File: config.mk
export PLATFORM = sky130hd
export DESIGN_NAME = tdm_demux4
export DESIGN_NICKNAME = d
export VERILOG_FILES = /design/src/rtl/tdm_demux4_pkg.sv /design/src/rtl/tdm_demux4_slot_ctr.sv /design/src/rtl/tdm_demux4.sv
export SDC_FILE = /design/constraint.sdc
export NUM_CORES = 1
export LEC_CHECK = 0
export ABC_AREA = 0
export CAP_MARGIN = 20
export CELL_PAD_IN_SITES_DETAIL_PLACEMENT = 1
export CELL_PAD_IN_SITES_GLOBAL_PLACEMENT = 2
export CORE_ASPECT_RATIO = 1.25
export CORE_MARGIN = 5
export CORE_UTILIZATION = 27
export DETAILED_ROUTE_END_ITERATION = 12
export PLACE_DENSITY_LB_ADDON = 0.15
export SLEW_MARGIN = 15
export SYNTH_ARGS = -nofsm -noshare
export SYNTH_HDL_FRONTEND = slang
export SYNTH_SLANG_ARGS = --single-unit
File: constraint.sdc
create_clock -name clk -period 3.6 [get_ports clk]
set_clock_uncertainty 0.1 [all_clocks]
set_input_delay 0.72 -clock clk [delete_from_list [all_inputs] [get_ports clk]]
set_output_delay 0.72 -clock clk [all_outputs]
set_load 0.05 [all_outputs]
File: src/rtl/tdm_demux4_pkg.sv
// Shared constants and types for the four-channel TDM demultiplexer.
package tdm_demux4_pkg;

  localparam int unsigned NSLOT  = 4;
  localparam int unsigned SLOT_W = 2;

  typedef enum logic {
    HUNT = 1'b0,
    LOCK = 1'b1
  } state_t;

endpackage

File: src/rtl/tdm_demux4_slot_ctr.sv
// Expected-slot counter: wraps modulo NSLOT, can be forced to slot 1 or cleared.
module tdm_slot_ctr
  import tdm_demux4_pkg::*;
(
  input  logic              clk,
  input  logic              clr,
  input  logic              load,
  input  logic              inc,
  output logic [SLOT_W-1:0] slot
);

  // Priority: clear, then load-to-1, then increment (natural 2-bit wrap).
  always_ff @(posedge clk) begin
    if (clr) begin
      slot <= '0;
    end else if (load) begin
      slot <= SLOT_W'(1);
    end else if (inc) begin
      slot <= slot + SLOT_W'(1);
    end
  end

endmodule

File: src/rtl/tdm_demux4.sv
// Four-channel TDM demultiplexer: rebuilds d0..d3 from a rotating slot stream
// and presents each complete frame as one registered parallel word set.
module tdm_demux4
  import tdm_demux4_pkg::*;
#(
  parameter int unsigned W = 1
) (
  input  logic         clk,
  input  logic         rst,
  input  logic [W-1:0] din,
  input  logic         din_valid,
  input  logic         frame_start,
  output logic [W-1:0] q0,
  output logic [W-1:0] q1,
  output logic [W-1:0] q2,
  output logic [W-1:0] q3,
  output logic         q_valid,
  output logic         s1,
  output logic         s0,
  output logic         locked,
  output logic         frame_err
);

  state_t            state, state_n;
  logic [SLOT_W-1:0] slot;
  logic              slot_inc, slot_load;
  logic [W-1:0]      shadow   [NSLOT-1];
  logic [W-1:0]      shadow_n [NSLOT-1];
  logic [W-1:0]      q_r      [NSLOT];
  logic [W-1:0]      q_n      [NSLOT];
  logic              q_valid_n, frame_err_n;

  tdm_slot_ctr u_slot_ctr (
    .clk  (clk),
    .clr  (rst),
    .load (slot_load),
    .inc  (slot_inc),
    .slot (slot)
  );

  // Next-state, shadow capture and frame publish.
  always_comb begin
    state_n     = state;
    slot_inc    = 1'b0;
    slot_load   = 1'b0;
    shadow_n    = shadow;
    q_n         = q_r;
    q_valid_n   = 1'b0;
    frame_err_n = 1'b0;
    if (din_valid) begin
      case (state)
        HUNT: begin
          if (frame_start) begin
            state_n     = LOCK;
            slot_load   = 1'b1;
            shadow_n[0] = din;
          end
        end
        LOCK: begin
          if (frame_start && (slot != '0)) begin
            // Misplaced marker: drop the partial frame and realign on this beat.
            frame_err_n = 1'b1;
            slot_load   = 1'b1;
            shadow_n[0] = din;
          end else begin
            slot_inc = 1'b1;
            case (slot)
              SLOT_W'(0): shadow_n[0] = din;
              SLOT_W'(1): shadow_n[1] = din;
              SLOT_W'(2): shadow_n[2] = din;
              default: begin
                q_n[0]    = shadow[0];
                q_n[1]    = shadow[1];
                q_n[2]    = shadow[2];
                q_n[3]    = din;
                q_valid_n = 1'b1;
              end
            endcase
          end
        end
        default: state_n = HUNT;
      endcase
    end
  end

  always_ff @(posedge clk) begin
    if (rst) begin
      state     <= HUNT;
      locked    <= 1'b0;
      q_valid   <= 1'b0;
      frame_err <= 1'b0;
      for (int i = 0; i < NSLOT - 1; i++) shadow[i] <= '0;
      for (int i = 0; i < NSLOT; i++) q_r[i] <= '0;
    end else begin
      state     <= state_n;
      locked    <= (state_n == LOCK);
      q_valid   <= q_valid_n;
      frame_err <= frame_err_n;
      shadow    <= shadow_n;
      q_r       <= q_n;
    end
  end

  assign q0 = q_r[0];
  assign q1 = q_r[1];
  assign q2 = q_r[2];
  assign q3 = q_r[3];
  assign s1 = slot[1];
  assign s0 = slot[0];

endmodule

==> summary.md, run 1 <==
| Metric | Value |
|---|---|
| Fill cells | 245 |
| Placer Congestion | 0.651 |
| Core Rows | 18 |
| CTS tree | yes |
| Final Non-Filler Cells | 91 |
| WP data arrival | 1540 ps |
| Leading cell type by number of instances after synthesis | dfxtp_1 |
| Vias/cell | 4.81 |
| First-pass GRT wire length | 2060 µm |
| Crit path kind | register to primary output |
| Fmax achieved | 0.424 GHz |
| Pwr dens | 351 nW/µm² |
| Async S/R FF share, synth | 0% |
| Root buffer cell | clkbuf_4 |
| Slowest CP cell | clkdlybuf4s50_1 |
| Post-DP HPWL | ~900 µm |
| Buffers on Ports | 13 |
| Worst hold slack | about 380 ps |
| Commonest cells in the netlist | dfxtp_1 (12), nand2b_1 (8), mux2i_1 (7) |
| Core area | 1980 µm² |
| Cells after Synth | 56 |
| Avg Cell Area, Syn | 10.1 µm² |
| Number of synthesized flops with an enable pin | 0 |
| Leak | roughly 0.29 nW |
| Post-layout min period | 2360 ps |
| CP bufs+invs | 1 |
| Largest net degree at the start of global routing | 14 |
| Final net count | 82 |
| Vias in the first global route | 456 |
| Initial Util | 28.5% |
| Unrepaired setup endpoints after global routing | no |
| Share of cells above drive strength 1 | between 10% and 20% |
| DRC Markers | 0 |
| Net Count, Synth | 65 |
| Post-CTS sizing | 0 |
| Post-CTS setup buffers | 0 |
| Synth area leaders | dfxtp_1 (42%), mux2i_1 (12%), ha_1 (8.8%) |
| Reg with most FFs | shadow |
| Seq/Total Area, Yosys | between 40% and 50% |
| Biggest regs | shadow (3), u_slot_ctr.slot (2) |
| Crit path max-delay family | buffers and inverters |
| Dpl cells | 88 |
| IO Count | 14 |
| Ant. Diodes | 0 |
| Initial DRC count | 0 |
| Dominant synthesized flop cell | dfxtp_1 |
| Crit. End Element | primary output |
| WP data required | roughly 2800 ps |
| Routed Antenna Nets | 0 |
| Setup TNS | 0 ps |
| Clock slew at reported path FFs | 70 ps |
| Final setup violation count | 0 |
| Normalized max-slew margin | 66.9% |
| Cell Chain, Critical Path | clkdlybuf4s50_1 |
| Clock sink count | 12 |
| Die W | about 51 µm |
| Yosys Warn Count | 0 |
| Final period utilization | 65.5% |
| WL final | roughly 1200 µm |
| Detailed-route via count | 438 |
| Peak VDD IR | 0.200 mV |
| #FFs+latches synth | 12 |
| Max FFs per register | 3 |
| Worst-margin pin slew | 495 ps |
| Die ar. | 3120 µm² |
| Max stage delay on crit path | 840 ps |
| Hold Crit Class | register to register |
| Status | completed |
| Hold_buf cts | 0 |
| Clk_lat worst skew | 270 ps |
| Clock Path Buffers | 2 |
| CP max FO | 7 |
| MaxCap Viol Count | 0 |
| Detailed Routing Iterations Pass 1 | 1 |
| DIE HEIGHT | 61.2 µm |
| Cell taking the most area after synthesis | dfxtp_1 |
| Global router's overall resource usage | under 10% |
| Syn Std Cell Area | 566 µm² |
| Slew Viols, Final | 0 |
| Inserted Clock Buffers | 3 |
| DR WL/cell | 13.1 µm |
| Area grow syn2layout | 30.8% |
| Yosys cell types | 21 |
| Final Hold Fails | 0 |
| CP Launch Type | register |
| Initial antenna violation count | 0 |
| H-tree Lvls | 1 |
| Yosys top cell area share | 42.5% |
| GRT overflow | 0 |
## cell usage in the layout (no fill, tap or decap), drive strengths merged
cell           count
a21oi              5
and2               1
and2b              1
and3               1
clkbuf             3
clkdlybuf4s50     13
dfxtp             12
ha                 4
inv                2
mux2i              7
nand2              2
nand2b             9
nand3              3
nor2               2
nor2b              1
nor3               2
nor4               1
o21ai              1
o31a               1
## cell families after synthesis
logic type                 after synthesis  share of synthesized area (%)
muxes                                    7                           12.4
DFF                                     12                           42.5
and+or+nand+nor                         23                           26.8
AOI/OAI and AO/OA                        7                           7.52
adders and majority gates                4                           8.85
buffers and inverters                    3                           1.99
## worst paths after layout
path	slack [ps]	startpoint	endpoint	cells after the start
worst max register to register	2070	u_slot_ctr.slot[1]$_SDFFE_PP0P_	q0$_SDFFE_PP0P_	5
worst max-delay path	1240	state$_SDFFE_PP0P_	locked	1
worst min register to register	380	q0$_SDFFE_PP0P_	q0$_SDFFE_PP0P_	2
worst min-delay path	380	q0$_SDFFE_PP0P_	q0$_SDFFE_PP0P_	2
## layout make-up
| class | count | area, µm² | area share, % |
|---|---|---|---|
| Sequential cell | 12 | 240 | 32.5 |
| Timing Repair Buffer | 13 | 130 | 17.6 |
| Clock buffer | 3 | 22.5 | 3.05 |
| Multi-Input combinational cell | 41 | 314 | 42.5 |
| Tap cell | 20 | 25.0 | 3.38 |
| Inverter | 2 | 7.51 | 1.02 |
## metal layers
layer  vias up  share of wire [%]  global-route usage [%]
met5         -                  0                       0
met4         0                4.3                    8.76
met3         4                5.7                    2.66
met2        11                 46                    14.9
met1       200                 44                    9.99
li1        223                  -                       -
## stage by stage
| stage | total power, mW | utilization (%) | instance area, µm² | setup slack, ps |
|---|---|---|---|---|
| 6_report | 0.260 | 37.3 | 739 | 1240 |
| 3_3_place_gp | 0.182 | 36.2 | 717 | 1550 |
| 5_1_grt | 0.277 | 37.3 | 739 | 1140 |
| 3_5_place_dp | 0.182 | 36.2 | 717 | 1530 |
| 2_1_floorplan | 0.167 | - | 566 | 1810 |
| 4_1_cts | 0.266 | 37.3 | 739 | 1230 |
## where the power goes
group / internal (mW) / total (mW) / switching, mW
sequential: 0.136 / 0.139 / 0.00317
combinational: 0.0170 / 0.0399 / 0.0229
clock: 0.0387 / 0.0811 / 0.0424
total: 0.191 / 0.260 / 0.0685
## worst reg2reg max path, stage by stage (launching register included)
cell	delay, ps
dfxtp_1	420
inv_1	90
ha_1	240
nand2b_2	250
and3_4	210
mux2i_1	110
No activity file was read; power rests on OpenSTA's default activity.
==> run 2, diff against run 1 <==
==> constraint.sdc (replaced) <==
create_clock -name clk -period 2.4 [get_ports clk]
set_clock_uncertainty 0.1 [all_clocks]
set_input_delay 0.48 -clock clk [delete_from_list [all_inputs] [get_ports clk]]
set_output_delay 0.48 -clock clk [all_outputs]
set_load 0.05 [all_outputs]
==> run 2 against run 1 <==
  * Cell area rose by 1.9%
  * Largest cell class unchanged
  * Final cell count rose by 1.1%
  * Die area did not move
  * Non-clock buffer count did not move
  * Clock power rose by 97%
==> summary.md, run 2 (synthesized netlist as in run 1, its figures left out) <==
| Metric | Value |
|---|---|
| Pwr dens | 567 nW/µm² (+61%) |
| GRT overflow | 0 (unchanged) |
| Initial antenna violation count | 0 (unchanged) |
| Leak | 0.299 nW (+2.5%) |
| Global router's overall resource usage | 8.94% (-0.45 points) |
| CP bufs+invs | 1 (unchanged) |
| Initial DRC count | 0 (unchanged) |
| Die W | 50.9 µm (unchanged) |
| Max FFs per register | 3 (unchanged) |
| IO Count | 14 (unchanged) |
| Pre-CTS WS | 572 ps (-962 ps) |
| Worst-margin pin slew | 496 ps (+1.03 ps) |
| H-tree Lvls | 1 (unchanged) |
| WL final | 1160 µm (-2.6%) |
| Crit path kind | register to primary output |
| CTS tree | yes |
| Slew Viols, Final | 0 (unchanged) |
| Max stage delay on crit path | 840 ps (about the same) |
| Core area | 1980 µm² (unchanged) |
| Setup ws final | 277 ps (-965 ps) |
| Final setup violation count | 0 (unchanged) |
| Normalized max-slew margin | 66.8% (-0.069 points) |
| Vias in the first global route | 455 (-0.22%) |
| DR WL/cell | 12.6 µm (-3.7%) |
| Unrepaired setup endpoints after global routing | no |
| Die ar. | 3120 µm² (unchanged) |
| WP data required | 1820 ps (-960 ps) |
| Final Hold Fails | 0 (unchanged) |
| Initial Util | 28.5% (unchanged) |
| Reg with most FFs | shadow |
| Share of cells above drive strength 1 | 15.3% (+1.2 points) |
| Slowest CP cell | clkdlybuf4s50_1 |
| Clock slew at reported path FFs | 70 ps (about the same) |
| Crit path max-delay family | buffers and inverters |
| Post-DP HPWL | 873 µm (-0.78%) |
| Leading cell types in the layout, fill and taps excluded | clkdlybuf4s50_1 (13), dfxtp_1 (12), nand2b_1 (8) |
| Crit. End Element | primary output |
| MaxCap Viol Count | 0 (unchanged) |
| WP data arrival | 1540 ps (about the same) |
| Core Rows | 18 (unchanged) |
| First-pass GRT wire length | 2010 µm (-2.4%) |
| DRC Markers | 0 (unchanged) |
| Area grow syn2layout | 33.2% |
| Hold Crit Class | register to register |
| Buffers on Ports | 13 (unchanged) |
| CP Launch Type | register |
| Ant. Diodes | 0 (unchanged) |
| Root buffer cell | clkbuf_4 |
| Clock sink count | 12 (unchanged) |
| Commonest non-fill, non-tap cell in the layout | clkdlybuf4s50_1 |
| Clock Path Buffers | 2 (unchanged) |
| Final period utilization | 88.5% |
| Clk_lat worst skew | 270 ps (about the same) |
| Biggest regs | shadow (3), u_slot_ctr.slot (2) |
| Final net count | 82 (unchanged) |
| Final Non-Filler Cells | 92 (+1.1%) |
| Detailed-route via count | 432 (-1.4%) |
| Hold_buf cts | 0 (unchanged) |
| Peak VDD IR | 0.228 mV (+14%) |
| Placer Congestion | 0.654 (+0.46%) |
| Post-CTS sizing | 0 (unchanged) |
| Inserted Clock Buffers | 3 (unchanged) |
| Fmax achieved | 0.471 GHz |
| Status | completed |
| Cell Chain, Critical Path | clkdlybuf4s50_1 |
| Detailed Routing Iterations Pass 1 | 1 (unchanged) |
| Vias/cell | 4.70 (-2.4%) |
| Dpl cells | 88 (unchanged) |
| Routed Antenna Nets | 0 (unchanged) |
| Setup TNS | 0 ps (unchanged) |
| CP max FO | 7 (unchanged) |
| Post-layout min period | 2120 ps |
| Post-CTS setup buffers | 0 (unchanged) |
| Post-layout util | 38.0% (+0.69 points) |
| Largest net degree at the start of global routing | 14 (unchanged) |
| DIE HEIGHT | 61.2 µm (unchanged) |
==> run 2: cell types whose count changed in the layout (fill, tap and decap cells not counted) <==
cell / before / now
clkbuf_8: 0 / 1
==> run 2: layout make-up <==
class	count	area, µm²
fill	237	1230
inverter	2	7.51
clock buffer	4	36.3
multi-input combinational	41	314
tap	20	25.0
timing repair buffer	13	130
sequential	12	240
==> run 2: stage by stage <==
step                      hold slack, ps  power, mW  area (µm²)
after global placement               362      0.274         717
after CTS                            382      0.436         753
after floorplan                      358      0.251         566
after global routing                 397      0.453         753
after detailed placement             368      0.273         717
final                                380      0.427         753
==> run 2: path summary, 6_finish.rpt <==
| kind | startpoint | end | slack, ps | cells after the start |
|---|---|---|---|---|
| hold / removal | q0$_SDFFE_PP0P_ | q0$_SDFFE_PP0P_ | 380 | 2 |
| hold reg to reg | q0$_SDFFE_PP0P_ | q0$_SDFFE_PP0P_ | 380 | 2 |
| setup / recovery | state$_SDFFE_PP0P_ | locked | 280 | 1 |
| setup reg to reg | u_slot_ctr.slot[1]$_SDFFE_PP0P_ | q0$_SDFFE_PP0P_ | 870 | 5 |
==> run 2: report_power, final <==
group	total [mW]	internal, mW	switching, mW
clock network	0.160	0.0922	0.0675
logic	0.0594	0.0255	0.0339
registers	0.208	0.204	0.00477
total	0.427	0.321	0.106
==> run 2: routing by layer <==
metal	up-vias	global-route usage (%)	share of wire (%)
met4	0	6.57	1.0
met2	11	14.4	50
met1	199	10.0	43
met5	-	0	0
met3	2	2.66	6.0
li1	220	-	-
